File: config.mk
export PLATFORM = sky130hd
export DESIGN_NAME = conv_feeder
export DESIGN_NICKNAME = d
export VERILOG_FILES = /design/src/rtl/conv_feeder.sv
export SDC_FILE = /design/constraint.sdc
export NUM_CORES = 1
export LEC_CHECK = 0
export BUFFER_PORTS_ARGS = -buffer_cell sky130_fd_sc_hd__buf_2
export CORE_ASPECT_RATIO = 1.1
export CORE_MARGIN = 3
export CORE_UTILIZATION = 46
export DETAILED_ROUTE_END_ITERATION = 10
export PLACE_DENSITY_LB_ADDON = 0.1
export SETUP_SLACK_MARGIN = 0.02
export SKIP_CTS_REPAIR_TIMING = 1
export SYNTH_ARGS = -nofsm -noshare
export SYNTH_HDL_FRONTEND = slang
export SYNTH_SLANG_ARGS = --single-unit
File: constraint.sdc
create_clock -name clk -period 5.7 [get_ports clk]
set_input_delay 1.14 -clock clk [delete_from_list [all_inputs] [get_ports clk]]
set_output_delay 1.14 -clock clk [all_outputs]
set_load 0.005 [all_outputs]
File: src/rtl/conv_feeder.sv
// conv_feeder: job sequencer feeding filter words and pixels
// into the convolver array line buffers, with MAC window strobes.
module conv_feeder #(
  parameter int ADDR_FIFO  = 8,
  parameter int ROW_W      = 10,
  parameter int WID_LINE   = 16,
  parameter int WID_FILTER = 16,
  parameter int K          = 3,
  parameter int DRAIN_CYC  = 4
) (
  input  logic                  clk,
  input  logic                  rst,
  input  logic                  start,
  input  logic [ADDR_FIFO-1:0]  cfg_row_length,
  input  logic [ROW_W-1:0]      cfg_num_rows,
  input  logic                  filt_valid,
  output logic                  filt_ready,
  input  logic [WID_FILTER-1:0] filt_data,
  input  logic                  pix_valid,
  output logic                  pix_ready,
  input  logic [WID_LINE-1:0]   pix_data,
  output logic                  line_buffer_reset,
  output logic [ADDR_FIFO-1:0]  row_length,
  output logic                  shifting_filter,
  output logic [WID_FILTER-1:0] input_filter,
  output logic                  shifting_line,
  output logic [WID_LINE-1:0]   input_line,
  output logic                  mac_enable,
  output logic                  busy,
  output logic                  done,
  output logic                  err
);

  localparam int FW = $clog2(K*K+1);
  localparam int DW = $clog2(DRAIN_CYC+1);

  typedef enum logic [2:0] {
    IDLE, CLR, LOAD_FILT, STREAM, DRAIN
  } state_t;

  state_t state, next_state;

  logic [ADDR_FIFO-1:0] col;
  logic [ROW_W-1:0]     row;
  logic [ROW_W-1:0]     num_rows;
  logic [FW-1:0]        filt_cnt;
  logic [DW-1:0]        drain_cnt;

  logic cfg_bad, filt_hs, pix_hs;
  logic last_filt, last_col, last_pix, drain_end;

  assign filt_ready        = (state == LOAD_FILT);
  assign pix_ready         = (state == STREAM);
  assign line_buffer_reset = (state == CLR);
  assign busy              = (state != IDLE);

  assign cfg_bad   = (cfg_row_length < ADDR_FIFO'(K)) ||
                     (cfg_num_rows < ROW_W'(K));
  assign filt_hs   = filt_ready & filt_valid;
  assign pix_hs    = pix_ready & pix_valid;
  assign last_filt = (filt_cnt == FW'(K*K-1));
  assign last_col  = (col == row_length - ADDR_FIFO'(1));
  assign last_pix  = last_col && (row == num_rows - ROW_W'(1));
  assign drain_end = (drain_cnt == DW'(DRAIN_CYC-1));

  always_ff @(posedge clk) begin
    if (rst) state <= IDLE;
    else     state <= next_state;
  end

  always_comb begin
    next_state = state;
    unique case (state)
      IDLE:      if (start && !cfg_bad) next_state = CLR;
      CLR:       next_state = LOAD_FILT;
      LOAD_FILT: if (filt_hs && last_filt) next_state = STREAM;
      STREAM:    if (pix_hs && last_pix) next_state = DRAIN;
      DRAIN:     if (drain_end) next_state = IDLE;
      default:   next_state = IDLE;
    endcase
  end

  always_ff @(posedge clk) begin
    if (rst) begin
      row_length      <= '0;
      num_rows        <= '0;
      col             <= '0;
      row             <= '0;
      filt_cnt        <= '0;
      drain_cnt       <= '0;
      shifting_filter <= 1'b0;
      input_filter    <= '0;
      shifting_line   <= 1'b0;
      input_line      <= '0;
      mac_enable      <= 1'b0;
      done            <= 1'b0;
      err             <= 1'b0;
    end else begin
      shifting_filter <= 1'b0;
      shifting_line   <= 1'b0;
      mac_enable      <= 1'b0;
      done            <= 1'b0;
      err             <= 1'b0;
      unique case (state)
        IDLE: begin
          if (start && cfg_bad) begin
            done <= 1'b1;
            err  <= 1'b1;
          end else if (start) begin
            row_length <= cfg_row_length;
            num_rows   <= cfg_num_rows;
          end
        end
        CLR: begin
          col       <= '0;
          row       <= '0;
          filt_cnt  <= '0;
          drain_cnt <= '0;
        end
        LOAD_FILT: begin
          if (filt_hs) begin
            input_filter    <= filt_data;
            shifting_filter <= 1'b1;
            filt_cnt        <= filt_cnt + FW'(1);
          end
        end
        STREAM: begin
          if (pix_hs) begin
            input_line    <= pix_data;
            shifting_line <= 1'b1;
            // window is complete only once K-1 rows and columns precede it
            mac_enable    <= (row >= ROW_W'(K-1)) &&
                             (col >= ADDR_FIFO'(K-1));
            if (last_col) begin
              col <= '0;
              row <= row + ROW_W'(1);
            end else begin
              col <= col + ADDR_FIFO'(1);
            end
          end
        end
        DRAIN: begin
          drain_cnt <= drain_cnt + DW'(1);
          if (drain_end) done <= 1'b1;
        end
        default: ;
      endcase
    end
  end

endmodule

## Word-level counts from Yosys, hierarchy flattened

Index checks and enable logic that the tools add are counted.

| storage, ports and cells | value |
|---|---|
| flip-flop bits (word level) | 83 |
| input bits | 55 |
| output and inout bits | 49 |
| logic and storage cells | 89 |

| cells by class | value |
|---|---|
| $add $sub $neg | 6 |
| $lt $le $gt $ge | 4 |
| eq/ne operators | 15 |
| mux-type cells | 19 |
| bitwise gates (word level) | 7 |
| reductions and logical operators | 24 |

Operators by type and width:

| operator | number |
|---|---|
| $mux 10 | 2 |
| $pmux 10 s2 | 1 |
| $mux 8 | 2 |
| $pmux 8 s2 | 1 |
| $pmux 3 s5 | 1 |
| $mux 3 | 4 |
| $add 10x1->10 const B | 1 |
| $eq 10x10->1 | 1 |
| $ge 10x2->1 const B | 1 |
| $lt 10x2->1 const B | 1 |
| $ne 2x1->1 const B | 5 |
| $sub 10x1->10 const B | 1 |
| $eq 3x2->1 const B | 3 |
| $add 8x1->8 const B | 1 |
| $eq 8x8->1 | 1 |
| $ge 8x2->1 const B | 1 |
| $lt 8x2->1 const B | 1 |
| $pmux 4 s2 | 1 |
| $reduce_and 2->1 | 4 |
| $sub 8x1->8 const B | 1 |
| $logic_and 1x1->1 | 6 |
| $pmux 3 s2 | 1 |
| $reduce_and 3->1 | 2 |
| $reduce_bool 2->1 | 3 |
| 18 further kinds | 29 |

## Longest topological paths before layout

Gate-level depths: netlist (run 1).

| depth | value |
|---|---|
| depth in word-level cells | 6 |
| mapped depth | 10 |

## Worst setup path before layout (run 1)

Ideal clock, no wire load.

| timing | value |
|---|---|
| kind | in2reg |
| from | input port cfg_row_length[3] |
| to | register num_rows[6] |
| arrival time | 3,083 ps |
| data required time | 5,572 ps |
| slack | 2,490 ps |
| stages | 8 |
| path buffers | 2 |
| cell sequence | or4_1 -> a2111oi_0 -> a31oi_1 -> nand3_1 -> clkbuf_1 -> buf_2 -> mux2i_1 -> nor2_1 |

| on the way | value |
|---|---|
| longest elaborated chain between the ends | 5 |

Ends and longest elaborated chain:

| item | RTL line | text |
|---|---|---|
| start, declared | 14 | `input logic [ADDR_FIFO-1:0] cfg_row_length,` |
| $lt 8x2->1 | 57 | `assign cfg_bad = (cfg_row_length < ADDR_FIFO'(K)) \|\|` |
| $logic_or 1x1->1 | 57 |  |
| $logic_and 1x1->1 | 106 | `if (start && cfg_bad) begin` |
| $not 1->1 (no source line) | - |  |
| $reduce_and 3->1 (no source line) | - |  |
| end signal, assigned | 111 | `num_rows <= cfg_num_rows;` |
| end, declared | 45 | `logic [ROW_W-1:0] num_rows;` |

No other way between the ends.
A chain may end at the register's enable or synchronous reset.

## Worst setup path in the final report (run 1)

| timing | value |
|---|---|
| from | input port cfg_row_length[3] |
| to | register num_rows[2] |

The elaborated chain is that of the path after synthesis.

==> results.ini, run 1 <==
[global_route]
grt_pass1_vias=3380
antenna_found_initial=0
grt_use_total=0.193
overflow=0
grt_pass1_wl_um=15500
grt_max_degree=69

[yosys]
netlist_area_um2=4010
synth_ff_type=dfxtp_1
syn_area_per_cell_um2=8.24
synth.distinct_cells=59
synth_edf_count=0
async_reset_ff_frac=0
ys_warn_count=0
syn_inst=486
synth_fp_nets=551
ys_ff_latch=83
ys_seq_area_frac=0.415

[routing]
viasPerCell=5.25
ant_nets=0
via_count=3628
routedWlPerCell_um=13.7
drt_drc_violations_left=0
drtIter0Drc=173
drt-total-wl_um=9440
first_pass_iters=4

[cts]
cts_root_buf=clkbuf_8
cts.sinks=83
clk-insertion-delay-late_ps=360
clock_path_buffers=2
path_clk_slew_ps=90
cts_tree=built
cts_made_buffers=9
h-tree-depth=3

[critical_path]
cp-end-kind=flip-flop
path_class=primary input to flip-flop
required_ps=5910
path_cells=buf_2 -> or4_1 -> a2111oi_0 -> a31oi_1 -> nand3_1 -> mux2i_1 -> nor2_1
crit_arrival_ps=3520
cp.depth=7
cp_slowest_stage_delay_ps=770
cp-start-kind=primary input
worst-path-buf-inv=1
worstPathMaxFanout=18
slowest_stage=nand3_1
rr_worst_depth=7
path_delay_family=simple AND/OR/NAND/NOR gates

[power]
p_leak_uw=0.00210
ir_drop_mv=0.171
power.density_nw_per_um2=281

[sta]
drv_slew=0
fin_crit_sh=0.581
finalSetupViolations=0
fmax_ghz=0.302
tns_ps=0
slew_headroom=0.279
layout_min_cycle_time_ps=3310
grt_setup_unrepaired=no
fin_skew_ps=17.9
hold_viol_final=0
tightestPinTransition_ps=1080

[hold_path]
whs_path_depth=2
min_path_type=flip-flop to flip-flop

[outcome]
status=finished, final reports clean

[cells_and_area]
diodes=0
stdcell_count=691
n_fill_cell=832
multi_input_area_um2=2130
seq_area_um2=1660
area_growth_pct=18.7
layout.nets=640
drive_gt1_frac=0.224

[placement]
port_buffers=103
gp_congestion=0.805
dp.cells=675
hpwl_um=6760

[floorplan]
core_area_um2=8410
die-area_um2=9860
initial_utilization=0.476
rows=35
io_pins=104
die_w_um=95.0
dieHeight_um=104

[flow_run]
maxCapViolations=0

synthesized netlist by cell type (2+ instances only):
master / number / share of area
nor4_1: 9 / 0.014
nor3b_1: 2 / 0.0037
ha_1: 10 / 0.031
o31a_1: 2 / 0.0044
nor3_1: 11 / 0.014
xor2_1: 16 / 0.035
xnor2_1: 17 / 0.037
clkbuf_1: 20 / 0.019
dfxtp_1: 83 / 0.41
nor2b_1: 2 / 0.0031
and2_1: 2 / 0.0031
o21ba_2: 2 / 0.0050
nand2_1: 89 / 0.083
a31oi_1: 3 / 0.0047
nand4_1: 6 / 0.0094
inv_1: 20 / 0.019
clkbuf_8: 3 / 0.010
mux2i_1: 18 / 0.045
nand3_1: 14 / 0.017
buf_2: 2 / 0.0025
or3_1: 3 / 0.0047
a41oi_1: 3 / 0.0066
nor2_1: 48 / 0.045
o211ai_1: 2 / 0.0037
o21ai_0: 10 / 0.012
or4_1: 5 / 0.0094
and3_1: 6 / 0.0094
nor4b_1: 2 / 0.0044
a21oi_1: 44 / 0.055
a221oi_1: 2 / 0.0044
a2111oi_0: 2 / 0.0044
cell type report:
class	count	share of cell area
clock buffer	11	0.0297
inverter	20	0.0158
tap	111	0.0292
multi-input combinational	357	0.448
sequential	83	0.349
timing repair buffer	104	0.110
clock inverter	5	0.0179
routing by layer:
metal  share of wire  global-route usage
met4          0.0096              0.0536
met2            0.46               0.304
met1            0.46               0.257
met3           0.065              0.0550
met5               0                   0
report_power, final:
| group | leakage (uW) | total, uW | switching [uW] | internal, uW |
|---|---|---|---|---|
| clock | 0.000115 | 481 | 219 | 262 |
| combinational | 0.00131 | 222 | 121 | 101 |
| sequential | 0.000673 | 633 | 30.2 | 603 |
| total | 0.00210 | 1340 | 370 | 966 |
layout by cell type, fill, tap and decap left out, drive strengths merged, types with 2 or more instances in the layout:
cell type / count
a2111oi: 3
a21oi: 45
a221oi: 2
a31oi: 3
a41oi: 3
and2: 4
and3: 6
buf: 104
bufinv: 2
clkbuf: 11
clkinv: 2
dfxtp: 83
ha: 10
inv: 21
mux2i: 18
nand2: 89
nand3: 14
nand4: 6
nor2: 49
nor2b: 2
nor3: 11
nor3b: 2
nor4: 9
nor4b: 2
o211ai: 2
o21ai: 11
o21ba: 2
o31a: 2
or3: 4
or4: 6
xnor2: 17
xor2: 16
cells by family after synthesis:
logic type / after synthesis / synth area share
adders and majority gates: 10 / 0.0312
xor gates and xnor gates: 33 / 0.0722
and+or+nand+nor: 207 / 0.237
AOI/OAI and AO/OA: 89 / 0.147
DFF: 83 / 0.415
buffers and inverters: 46 / 0.0531
muxes: 18 / 0.0450
worst reg2reg max path, cell delays in order, from the launching register on:
cell and delay, ps:
dfxtp_1 390, or3_4 430, o31a_1 270, or4_4 530, a2111oi_4 670, o21ai_4 170, or4_1 540, nand2_1 80
metrics by stage:
| step | utilization | cell area, um2 | setup slack (ps) | hold slack [ps] | power, uW |
|---|---|---|---|---|---|
| floorplan | - | 4010 | 2490 | 453 | 802 |
| global placement | 0.539 | 4530 | 2030 | 439 | 863 |
| detailed placement | 0.539 | 4530 | 1950 | 446 | 869 |
| CTS | 0.566 | 4760 | 2340 | 459 | 1350 |
| global route | 0.566 | 4760 | 2260 | 474 | 1400 |
| finish | 0.566 | 4760 | 2390 | 454 | 1340 |
flip-flops by register name, summed over array words and instances, names as in the netlist:
| register | count |
|---|---|
| num_rows | 10 |
| state | 3 |
| col | 8 |
| done | 1 |
| drain_cnt | 3 |
| err | 1 |
| row | 10 |
| mac_enable | 1 |
| input_filter | 16 |
| shifting_line | 1 |
| shifting_filter | 1 |
| filt_cnt | 4 |
| row_length | 8 |
| input_line | 16 |
worst paths after layout:
kind                     startpoint         endpoint  slack [ps]
setup / recovery  cfg_row_length[3]      num_rows[2]        2390
hold / removal      input_filter[2]  input_filter[2]         450
setup reg to reg      row_length[2]           row[4]        2570
hold reg to reg     input_filter[2]  input_filter[2]         450
Power figures use the tool's default switching activity.
==> inputs of run 2 (changes only) <==
clock period = 3.41 ns   (was 5.7 ns; I/O delays follow)
==> results.ini, run 2 (synthesis gave the netlist of run 1 again) <==
[global_route]
grt_pass1_wl_um=15600  ; +0.98%
grt_pass1_vias=3336  ; -1.3%
overflow=0  ; unchanged
grt_use_total=0.196  ; +0.00263
antenna_found_initial=0  ; unchanged
grt_max_degree=43  ; -38%

[cts]
clock_path_buffers=2  ; unchanged
clk-insertion-delay-late_ps=350  ; about the same
path_clk_slew_ps=90  ; about the same
cts_made_buffers=9  ; unchanged
cts_root_buf=clkbuf_8
cts_tree=built
cts.sinks=83  ; unchanged
h-tree-depth=3  ; unchanged

[cells_and_area]
diodes=0  ; unchanged
layout.nets=643  ; +0.47%
n_fill_cell=816  ; -1.9%
area_growth_pct=18.6
layout_common_cells=103 x buf_2, 89 x nand2_1, 83 x dfxtp_1
final_common_cell=buf_2
reg_top3=input_filter x16, input_line x16
drive_gt1_frac=0.230  ; +0.00571

[floorplan]
rows=35  ; unchanged
dieHeight_um=104  ; unchanged
die-area_um2=9860  ; unchanged
io_pins=104  ; unchanged
core_area_um2=8410  ; unchanged
initial_utilization=0.476  ; unchanged
die_w_um=95.0  ; unchanged

[critical_path]
ff2ff_setup_slack_ps=320  ; -2250 ps
r2r-start=row_length[2]
slowest_stage=a2111oi_4
cp-start-kind=flip-flop
path_cells=or3_4 -> o31a_1 -> or4_4 -> a2111oi_4 -> o21ai_4 -> or4_1 -> nand2_1
crit_arrival_ps=3380  ; -140 ps
cp-end-kind=flip-flop
required_ps=3700  ; -2210 ps
worstPathMaxFanout=9  ; -9
rr_worst_depth=7  ; unchanged
critPathLaunch=row_length[2]
cp_slowest_stage_delay_ps=660  ; -110 ps
path_class=flip-flop to flip-flop

[routing]
wl_met3_um=764  ; +25%
ant_nets=0  ; unchanged
drt-total-wl_um=9550  ; +1.2%
drt_drc_violations_left=0  ; unchanged
routed.top_layer=met4
wl_met2_um=4440  ; +1.7%
wl_met1_um=4260  ; -2.7%
drtIter0Drc=137  ; -21%
via_count=3621  ; -0.19%
first_pass_iters=4  ; unchanged
viasPerCell=5.22  ; -0.62%
routedWlPerCell_um=13.8  ; +0.72%

[power]
ir_drop_mv=0.285  ; +67%
pwr-share-seq=0.497  ; +0.023
p_leak_uw=0.00209  ; about the same
p_switching_uw=621  ; +68%
power.density_nw_per_um2=448  ; +59%
comb_power_share=0.177  ; +0.011
pwr-share-clk=0.326  ; -0.034
finalPower_uw=2130  ; +59%
switching_share=0.292  ; +0.0152
internal-power_uw=1510  ; +56%

[sta]
slew_headroom=0.460  ; +0.181
tns_ps=0  ; unchanged
drv_slew=0  ; unchanged
fmax_ghz=0.324
tightestPinTransition_ps=810  ; -269 ps
fin_crit_sh=0.905
grt_setup_unrepaired=no
layout_min_cycle_time_ps=3090
final.setup.worst_slack_ps=322  ; -2070 ps
fin_skew_ps=15.5  ; -2.46 ps
hold_viol_final=0  ; unchanged
hold-worst-slack_ps=453  ; -1.89 ps
finalSetupViolations=0  ; unchanged

[hold_path]
whs_path_depth=2  ; unchanged
min_path_type=flip-flop to flip-flop
holdCritStartpoint=input_line[4]

[flow_run]
maxCapViolations=0  ; unchanged

[placement]
dp_slack_ps=340  ; -1610 ps
hpwl_um=6870  ; +1.6%
gp_congestion=0.846  ; +5.1%
port_buffers=103  ; unchanged

[outcome]
status=finished, final reports clean

==> run 2: critical path: cells and delay by family (launching register included) <==
kind            cells  cell delay [ps]
simple gates        4             1560
flops               1              390
compound gates      3             1070
==> run 2: power groups by stage <==
stage | Combinational, uW | Clock [uW] | Sequential (uW)
after floorplan | 279 | 0 | 1060
after global placement | 370 | 0 | 1080
after detailed placement | 376 | 0 | 1080
after CTS | 378 | 712 | 1060
after global routing | 422 | 752 | 1060
final | 377 | 692 | 1060
==> run 2: worst paths after layout <==
path,endpoint
worst min-delay path,input_line[4]
worst max register to register,row[4]
worst max-delay path,row[4]
worst min register to register,input_line[4]
==> run 2: through the flow <==
step | cells | instance area (um2) | utilization
floorplan | 486 | 4010 | -
global placement | 678 | 4550 | 0.541
detailed placement | 678 | 4550 | 0.541
CTS | 694 | 4750 | 0.565
global route | 694 | 4750 | 0.565
finish | 694 | 4750 | 0.565
==> run 2: final cells by class <==
class / instances / area (um2) / share of cell area
Inverter: 20 / 75.1 / 0.0158
Clock buffer: 12 / 165 / 0.0348
Clock inverter: 4 / 33.8 / 0.00711
Sequential cell: 83 / 1660 / 0.350
Tap cell: 111 / 139 / 0.0292
Multi-Input combinational cell: 357 / 2130 / 0.449
Timing Repair Buffer: 107 / 546 / 0.115
==> run 2: routing by layer <==
metal / global-route usage / up-vias
met1: 0.259 / 1650
met5: 0 / -
met4: 0.0629 / 0
met2: 0.306 / 110
met3: 0.0550 / 7
li1: - / 1854
==> inputs of run 3 (changes only) <==
==> constraint.sdc (replaced) <==
create_clock -name clk -period 2.9 [get_ports clk]
set_input_delay 0.58 -clock clk [delete_from_list [all_inputs] [get_ports clk]]
set_output_delay 0.58 -clock clk [all_outputs]
set_load 0.01 [all_outputs]
==> results.ini, run 3 (synthesis gave the netlist of run 1 again) <==
[outcome]
status=finished, final reports clean

[routing]
wl_met3_um=650  ; -15%
first_pass_iters=4  ; unchanged
drtIter0Drc=172  ; +26%
wl_met1_um=4400  ; +3.3%
routedWlPerCell_um=13.7  ; -0.76%
viasPerCell=5.15  ; -1.3%
routed.top_layer=met4
drt-total-wl_um=9620  ; +0.67%
drt_drc_violations_left=0  ; unchanged
ant_nets=0  ; unchanged
via_count=3624  ; +0.083%
wl_met2_um=4470  ; +0.72%

[global_route]
grt_pass1_wl_um=16100  ; +3.0%
grt_pass1_vias=3484  ; +4.4%
overflow=0  ; unchanged
grt_max_degree=43  ; unchanged
antenna_found_initial=0  ; unchanged
grt_use_total=0.201  ; +0.00537

[cts]
cts_tree=built
clk-insertion-delay-late_ps=360  ; about the same
clock_path_buffers=2  ; unchanged
path_clk_slew_ps=100  ; about the same
cts_made_buffers=9  ; unchanged
cts_root_buf=clkbuf_8
h-tree-depth=3  ; unchanged
cts.sinks=83  ; unchanged

[power]
ir_drop_mv=0.284  ; -0.50%
comb_power_share=0.193  ; +0.016
power.density_nw_per_um2=519  ; +16%
p_switching_uw=778  ; +25%
switching_share=0.311  ; +0.0187
internal-power_uw=1730  ; +15%
pwr-share-clk=0.314  ; -0.012
p_leak_uw=0.00214  ; +2.0%
pwr-share-seq=0.493  ; -0.004

[sta]
grt_setup_unrepaired=no
fin_crit_sh=0.939  ; +0.0331
drv_slew=0  ; unchanged
fin_skew_ps=12.2  ; -3.29 ps
tightestPinTransition_ps=745  ; -64.7 ps
layout_min_cycle_time_ps=2720  ; -366 ps
slew_headroom=0.503  ; +0.0432
finalSetupViolations=0  ; unchanged
fmax_ghz=0.367  ; +13%
final.setup.worst_slack_ps=178  ; -144 ps
hold_viol_final=0  ; unchanged

[hold_path]
min_to=input_filter[1]
min_path_type=primary input to flip-flop
holdCritStartpoint=filt_data[1]
whs_path_depth=3  ; +1

[critical_path]
ff2ff_setup_slack_ps=180  ; -140 ps
path_delay_family=simple AND/OR/NAND/NOR gates
path_class=flip-flop to flip-flop
r2r-start=row_length[2]
rr_worst_depth=8  ; +1
worst-path-buf-inv=1  ; +1
crit_arrival_ps=3030  ; -350 ps
required_ps=3200  ; -500 ps
timing.rr.end=row[4]
cp_slowest_stage_delay_ps=530  ; -130 ps
slowest_stage=or4_4
worstPathMaxFanout=9  ; unchanged
cp-end-kind=flip-flop
cp-start-kind=flip-flop
path_cells=or3_4 -> o31a_1 -> or4_4 -> a2111oi_4 -> buf_4 -> o21ai_4 -> or4_1 -> nand2_1

[placement]
port_buffers=103  ; unchanged
hpwl_um=6990  ; +1.7%
dp_slack_ps=-5.41  ; -346 ps
gp_congestion=0.846  ; about the same

[floorplan]
io_pins=104  ; unchanged
core_area_um2=8410  ; unchanged
dieHeight_um=104  ; unchanged
initial_utilization=0.476  ; unchanged
die-area_um2=9860  ; unchanged
rows=35  ; unchanged
die_w_um=95.0  ; unchanged

[cells_and_area]
area_growth_pct=20.5
post-route-util=0.574  ; +0.00908
n_fill_cell=806  ; -1.2%
drive_gt1_frac=0.245  ; +0.0147
layout_common_cells=103 x buf_2, 89 x nand2_1, 83 x dfxtp_1
diodes=0  ; unchanged
seq_area_um2=1660  ; unchanged
layout.nets=653  ; +1.6%
reg_top3=input_filter x16, input_line x16
multi_input_area_um2=2140  ; +0.29%
final_common_cell=buf_2

[flow_run]
maxCapViolations=0  ; unchanged

run 3: changes by cell type in the layout (fill, tap and decap cells not counted), sizes merged:
cell,previous run,this run
clkinvlp,1,3
inv,20,24
clkinv,3,0
buf,107,117
clkbuf,12,9
run 3: worst max-delay path by stage:
stage	startpoint	end	slack, ps	cells after the start
after detailed placement	row_length[2]	state[0]	-5	7
final	row_length[2]	row[4]	180	8
after global placement	row_length[2]	row[4]	80	7
after floorplan	row_length[2]	row[4]	70	7
after global routing	row_length[2]	row[4]	80	8
after CTS	row_length[2]	state[0]	-30	7
run 3: metrics by stage:
| stage | TNS [ps] | hold WS (ps) | std cells | area [um2] | total power [uW] |
|---|---|---|---|---|---|
| after floorplan | 0 | 467 | 486 | 4010 | 1590 |
| after CTS | -32.6 | 428 | 703 | 4810 | 2540 |
| final | 0 | 441 | 704 | 4830 | 2500 |
| after detailed placement | -5.41 | 445 | 687 | 4630 | 1740 |
| after global placement | 0 | 439 | 687 | 4630 | 1740 |
| after global routing | 0 | 432 | 704 | 4830 | 2650 |
run 3: routing by layer:
metal | vias to the layer above | global-route usage
met5 | - | 0
li1 | 1871 | -
met3 | 9 | 0.0550
met2 | 107 | 0.323
met4 | 0 | 0.0598
met1 | 1637 | 0.262
run 3: final cells by class:
cell class              instances  share of cell area
clock inverters                 7              0.0119
inverters                      20              0.0156
multi-input cells             357               0.443
flip-flops and latches         83               0.344
repair buffers                117               0.131
clock buffers                   9              0.0257
well taps                     111              0.0288
run 3: power groups by stage:
stage / Clock, uW / Combinational [uW] / Sequential (uW)
final: 785 / 484 / 1230
after global routing: 865 / 541 / 1240
after CTS: 814 / 487 / 1230
after detailed placement: 0 / 484 / 1260
after global placement: 0 / 479 / 1260
after floorplan: 0 / 331 / 1260
run 3: tightest hold or removal path, delay by kind of cell:
kind	cells	cell delay, ps
buf+inv	1	100
compound gates	1	50
simple gates	1	40
